**config.mk**
```make
export PLATFORM = sky130hd
export DESIGN_NAME = fourier_sequencer
export DESIGN_NICKNAME = d
export VERILOG_FILES = /design/src/rtl/fourier_sequencer.sv
export SDC_FILE = /design/constraint.sdc
export NUM_CORES = 1
export LEC_CHECK = 0
export CAP_MARGIN = 20
export CORE_MARGIN = 8
export CORE_UTILIZATION = 30
export CTS_CLUSTER_DIAMETER = 200
export CTS_CLUSTER_SIZE = 16
export DETAILED_ROUTE_END_ITERATION = 8
export GPL_TIMING_DRIVEN = 0
export PLACE_DENSITY = 0.95
export RECOVER_POWER = 50
export SETUP_SLACK_MARGIN = 0.2
export SLEW_MARGIN = 25
export SYNTH_ARGS = -nofsm -noshare
export SYNTH_HDL_FRONTEND = slang
export SYNTH_SLANG_ARGS = --single-unit
```
**constraint.sdc**
```tcl
create_clock -name clk -period 2.85 [get_ports clk]
set_clock_uncertainty 0.1 [all_clocks]
set_input_delay 0.285 -clock clk [delete_from_list [all_inputs] [get_ports clk]]
set_output_delay 0.285 -clock clk [all_outputs]
set_load 0.05 [all_outputs]
```
**src/rtl/fourier_sequencer.sv**
```systemverilog
// Sequencer for an external transform core: streams N samples into the core,
// waits for the core to finish (with a cycle timeout), then streams the N
// complex results out. Abort cancels a run; err flags a core timeout.
module fourier_sequencer #(
  parameter int N       = 10,
  parameter int TIMEOUT = 1024
) (
  input  logic        clk,
  input  logic        reset,
  input  logic        start,
  input  logic        abort,
  input  logic        in_valid,
  output logic        in_ready,
  input  logic [31:0] in_data,
  output logic        out_valid,
  input  logic        out_ready,
  output logic [31:0] out_re,
  output logic [31:0] out_im,
  output logic        out_last,
  output logic [1:0]  core_op,
  output logic [31:0] core_addr,
  output logic [31:0] core_x,
  input  logic [31:0] core_y_re,
  input  logic [31:0] core_y_im,
  input  logic        core_done,
  output logic        busy,
  output logic        done,
  output logic        err
);

  localparam int CW = (N > 1) ? $clog2(N) : 1;
  localparam int TW = $clog2(TIMEOUT + 1);
  localparam logic [CW-1:0] CNT_LAST  = CW'(N - 1);
  localparam logic [TW-1:0] TIME_LAST = TW'(TIMEOUT - 1);

  localparam logic [1:0] OP_HOLD  = 2'b00;
  localparam logic [1:0] OP_WRITE = 2'b01;
  localparam logic [1:0] OP_PROC  = 2'b10;
  localparam logic [1:0] OP_READ  = 2'b11;

  typedef enum logic [1:0] {IDLE, LOAD, PROC, READ} state_t;

  state_t        state, state_nx;
  logic [CW-1:0] cnt, cnt_nx;
  logic [TW-1:0] tcnt, tcnt_nx;
  logic          done_nx, err_nx;

  // Core read has zero latency, so results pass straight through.
  assign out_re = core_y_re;
  assign out_im = core_y_im;
  assign busy   = (state != IDLE);

  // State, counters and status flags; reset wins over everything.
  always_ff @(posedge clk) begin
    if (!reset) begin
      state <= IDLE;
      cnt   <= '0;
      tcnt  <= '0;
      done  <= 1'b0;
      err   <= 1'b0;
    end else begin
      state <= state_nx;
      cnt   <= cnt_nx;
      tcnt  <= tcnt_nx;
      done  <= done_nx;
      err   <= err_nx;
    end
  end

  // Next-state, counter updates and per-state core/stream outputs.
  always_comb begin
    state_nx  = state;
    cnt_nx    = cnt;
    tcnt_nx   = tcnt;
    done_nx   = 1'b0;
    err_nx    = err;
    in_ready  = 1'b0;
    out_valid = 1'b0;
    out_last  = 1'b0;
    core_op   = OP_HOLD;
    core_addr = '0;
    core_x    = '0;
    case (state)
      IDLE: begin
        if (start) begin
          state_nx = LOAD;
          cnt_nx   = '0;
          err_nx   = 1'b0;
        end
      end
      LOAD: begin
        in_ready  = 1'b1;
        core_x    = in_data;
        core_addr = 32'(cnt);
        core_op   = in_valid ? OP_WRITE : OP_HOLD;
        if (in_valid) begin
          if (cnt == CNT_LAST) begin
            state_nx = PROC;
            cnt_nx   = '0;
            tcnt_nx  = '0;
          end else begin
            cnt_nx = cnt + 1'b1;
          end
        end
      end
      PROC: begin
        core_op = OP_PROC;
        if (core_done) begin
          state_nx = READ;
          cnt_nx   = '0;
          tcnt_nx  = '0;
        end else if (tcnt == TIME_LAST) begin
          state_nx = IDLE;
          tcnt_nx  = '0;
          err_nx   = 1'b1;
        end else begin
          tcnt_nx = tcnt + 1'b1;
        end
      end
      READ: begin
        core_op   = OP_READ;
        core_addr = 32'(cnt);
        out_valid = 1'b1;
        out_last  = (cnt == CNT_LAST);
        if (out_ready) begin
          if (cnt == CNT_LAST) begin
            state_nx = IDLE;
            cnt_nx   = '0;
            done_nx  = 1'b1;
          end else begin
            cnt_nx = cnt + 1'b1;
          end
        end
      end
      default: state_nx = IDLE;
    endcase
    // Abort overrides any transition, including a same-cycle start.
    if (abort) begin
      state_nx = IDLE;
      cnt_nx   = '0;
      tcnt_nx  = '0;
      done_nx  = 1'b0;
      err_nx   = err;
    end
  end

endmodule

```
==> results.toml <==
[synthesis]
synth_top_area_cell = "buf_4"
yosys.area.top_type_share = 0.337
yosys.cell_types.count = 43
netlist_area_um2 = 2050
ys_seq_area_frac = 0.185
synth_area_leaders = "buf_4 (34%), dfxtp_1 (19%), and2_1 (11%)"
avgSynthCellArea_um2 = 7.89
ys_ff_latch = 19
yosys_warnings = 0
syn-instance-count = 260

[hold_path]
hold_end = "cnt[2]"
min-delay-start = "cnt[2]"
min_path_cells = 2
hp-class = "reg -> reg"

[power_and_ir_drop]
finalPower_w = 0.00107
ir_drop_v = 0.000152
power.density_nw_per_um2 = 284
p_leak_nw = 1.85

[worst_setup_path]
path_delay_family = "buffers and inverters"
reg2regPathDepth = 7
reg2reg_setup_slack_ns = 0.68
arrival_ns = 2.20
end_kind = "output port"
crit_path_max_fanout = 10
cp-start-kind = "register"
path_class = "reg -> out"
r2r_end = "tcnt[10]"
path_depth = 5
path_buf_inv = 2
cpPeakStageDelay_ns = 0.81
worstPathCellList = "ha_1 -> and3b_1 -> buf_6 -> and3_2 -> clkdlybuf4s50_1"
r2r-start = "cnt[1]"
slowest_stage = "clkdlybuf4s50_1"
worst_ep_required_time_ns = 2.47

[placement]
dp_hpwl_um = 7300
portBuffers = 146
gp_congestion = 0.789

[route]
first_pass_iters = 4
routed_wl_um = 8290
drt-vias-per-instance = 4.41
drt_iter0_markers = 104
ant_nets = 0
remaining_drc_errors = 0
vias = 2284
wl_per_cell_um = 16.0

[die]
num_rows = 30
die_y_um = 98.7
dieArea_um2 = 9740
start_util = 0.305
ios = 239
core_um2 = 6720
die_w_um = 98.7

[timing]
max_freq_mhz = 387
finalMaxSlewViolations = 0
rsz0062_at_grt = "false"
fin_crit_ns = 2.58
setup_tns_ns = 0
post-route-period-util = 0.907
hold-worst-slack_ns = 0.410
setup_viol = 0
worst_pin_slew_ns = 0.721
slew_headroom = 0.520
hold_viol_final = 0

[clocking]
post_cts_resized = 23
clk_latency_ns = 0.26
cts_tree = "built"
cts.htree.levels = 1
numCtsBuffers = 3
root_buffer = "clkbuf_8"
post_cts_buffers = 0
clk_path_buf_depth = 2
clock_sinks = 19
hold_buffers = 0
path_clk_slew_ns = 0.07

[grt]
antenna_found_initial = 1
track_usage = 0.156
overflow = 0
grt_pass1_vias = 2439
grt_pass1_wl_um = 12500
grt_max_degree = 11

[run_status]
outcome = "finished clean"

[flow_run]
cap_violations = 0

[cells_and_area]
drive_gt1_frac = 0.249
nets = 544
synthToLayoutAreaGrowth_pct = 83.0
fin_util = 0.558
==> worst register-to-register path, cell delays in order (launching register included) <==
cell and delay, ns:
dfxtp_1 0.36, inv_1 0.08, ha_1 0.18, and3b_1 0.17, buf_6 0.14, a32oi_1 0.62
o21ai_0 0.18, a211oi_1 0.25
==> area by class of cell <==
cell class | instances | area [µm²]
Buffer | 103 | 766
Timing Repair Buffer | 146 | 1450
Inverter | 5 | 18.8
Tap cell | 80 | 100
Multi-Input combinational cell | 160 | 987
Fill cell | 581 | 2970
Antenna cell | 1 | 2.50
Sequential cell | 19 | 380
Clock buffer | 4 | 45.0
==> flip-flops by register name, summed over array words and instances (netlist names) <==
signal,count
cnt,4
done,1
err,1
state,2
tcnt,11
==> cell usage after synthesis (all sizes together) <==
library cell / n
o221a: 1
nand3: 4
ha: 3
and2b: 1
or4: 6
nor3b: 1
nand2: 9
and4: 1
dfxtp: 19
and2: 38
and3: 1
xnor2: 1
nor4: 1
conb: 1
inv: 4
and3b: 1
nor2b: 2
a32oi: 1
a31oi: 2
or2: 1
nor2: 8
or3: 4
o21ai: 7
mux2i: 3
nand4: 3
a21oi: 8
nand4b: 1
nor3: 6
buf: 96
clkinv: 1
nand2b: 4
a211oi: 8
xor2: 1
clkbuf: 7
mux4: 1
o31ai: 4
==> cells by family after synthesis <==
logic type | after synthesis | share of synthesized area
buffers and inverters | 108 | 0.383
AND/OR/NAND/NOR | 92 | 0.265
AO/OA/AOI/OAI | 31 | 0.110
flip-flops | 19 | 0.185
multiplexers | 4 | 0.0275
adder cells (fa/ha/maj) | 3 | 0.0183
XOR/XNOR | 2 | 0.00854
other | 1 | 0.00183
==> cell usage in the layout, fill, tap and decap left out, types with 2 or more instances in the layout <==
cell type	Yosys	final
buf_6	3	3
clkbuf_1	7	8
nand2_1	9	9
nand2b_1	4	4
conb_1	1	28
dlymetal6s2s_1	0	8
a21oi_1	7	7
dlygate4sd3_1	0	63
inv_1	4	4
nor3_1	6	6
or3_1	4	4
o21ai_0	7	7
mux2i_1	3	3
clkdlybuf4s50_1	0	52
a211oi_1	6	6
and2_1	37	37
nor2_1	8	8
nand3_1	4	4
or4_1	6	6
buf_4	92	92
nand4_1	3	3
dfxtp_1	19	19
dlygate4sd2_1	0	23
a211oi_2	2	2
ha_1	3	3
o31ai_1	4	4
clkbuf_8	0	3
==> worst max-delay path by stage <==
stage | startpoint | endpoint | slack [ns]
after floorplan | state[0] | core_x[22] | 0.74
after global placement | state[0] | core_addr[1] | 0.44
after detailed placement | state[0] | core_x[17] | 0.45
after CTS | state[0] | core_x[28] | 0.20
after global routing | cnt[0] | out_last | 0.22
final | cnt[0] | out_last | 0.27
==> report_power, final <==
group / total, W / switching (W) / internal [W]
logic: 0.000607 / 0.000385 / 0.000222
clock network: 0.000191 / 0.0000917 / 0.0000995
registers: 0.000267 / 0.00000112 / 0.000266
==> metal layers <==
layer	GRT usage	routed length, µm	vias up
li1	-	-	1101
met1	0.140	2580	1030
met2	0.298	4540	146
met3	0.0768	1090	7
met4	0.0460	74	0
met5	0	0	-
==> through the flow <==
step                      setup WS (ns)  instance area, µm²  instances
after detailed placement          0.446                3710        513
after floorplan                   0.738                2150        287
final                             0.265                3750        518
after global routing              0.219                3750        518
after global placement            0.442                3710        513
after CTS                         0.201                3730        517
Note: power is estimated with default switching activity, not from simulation.
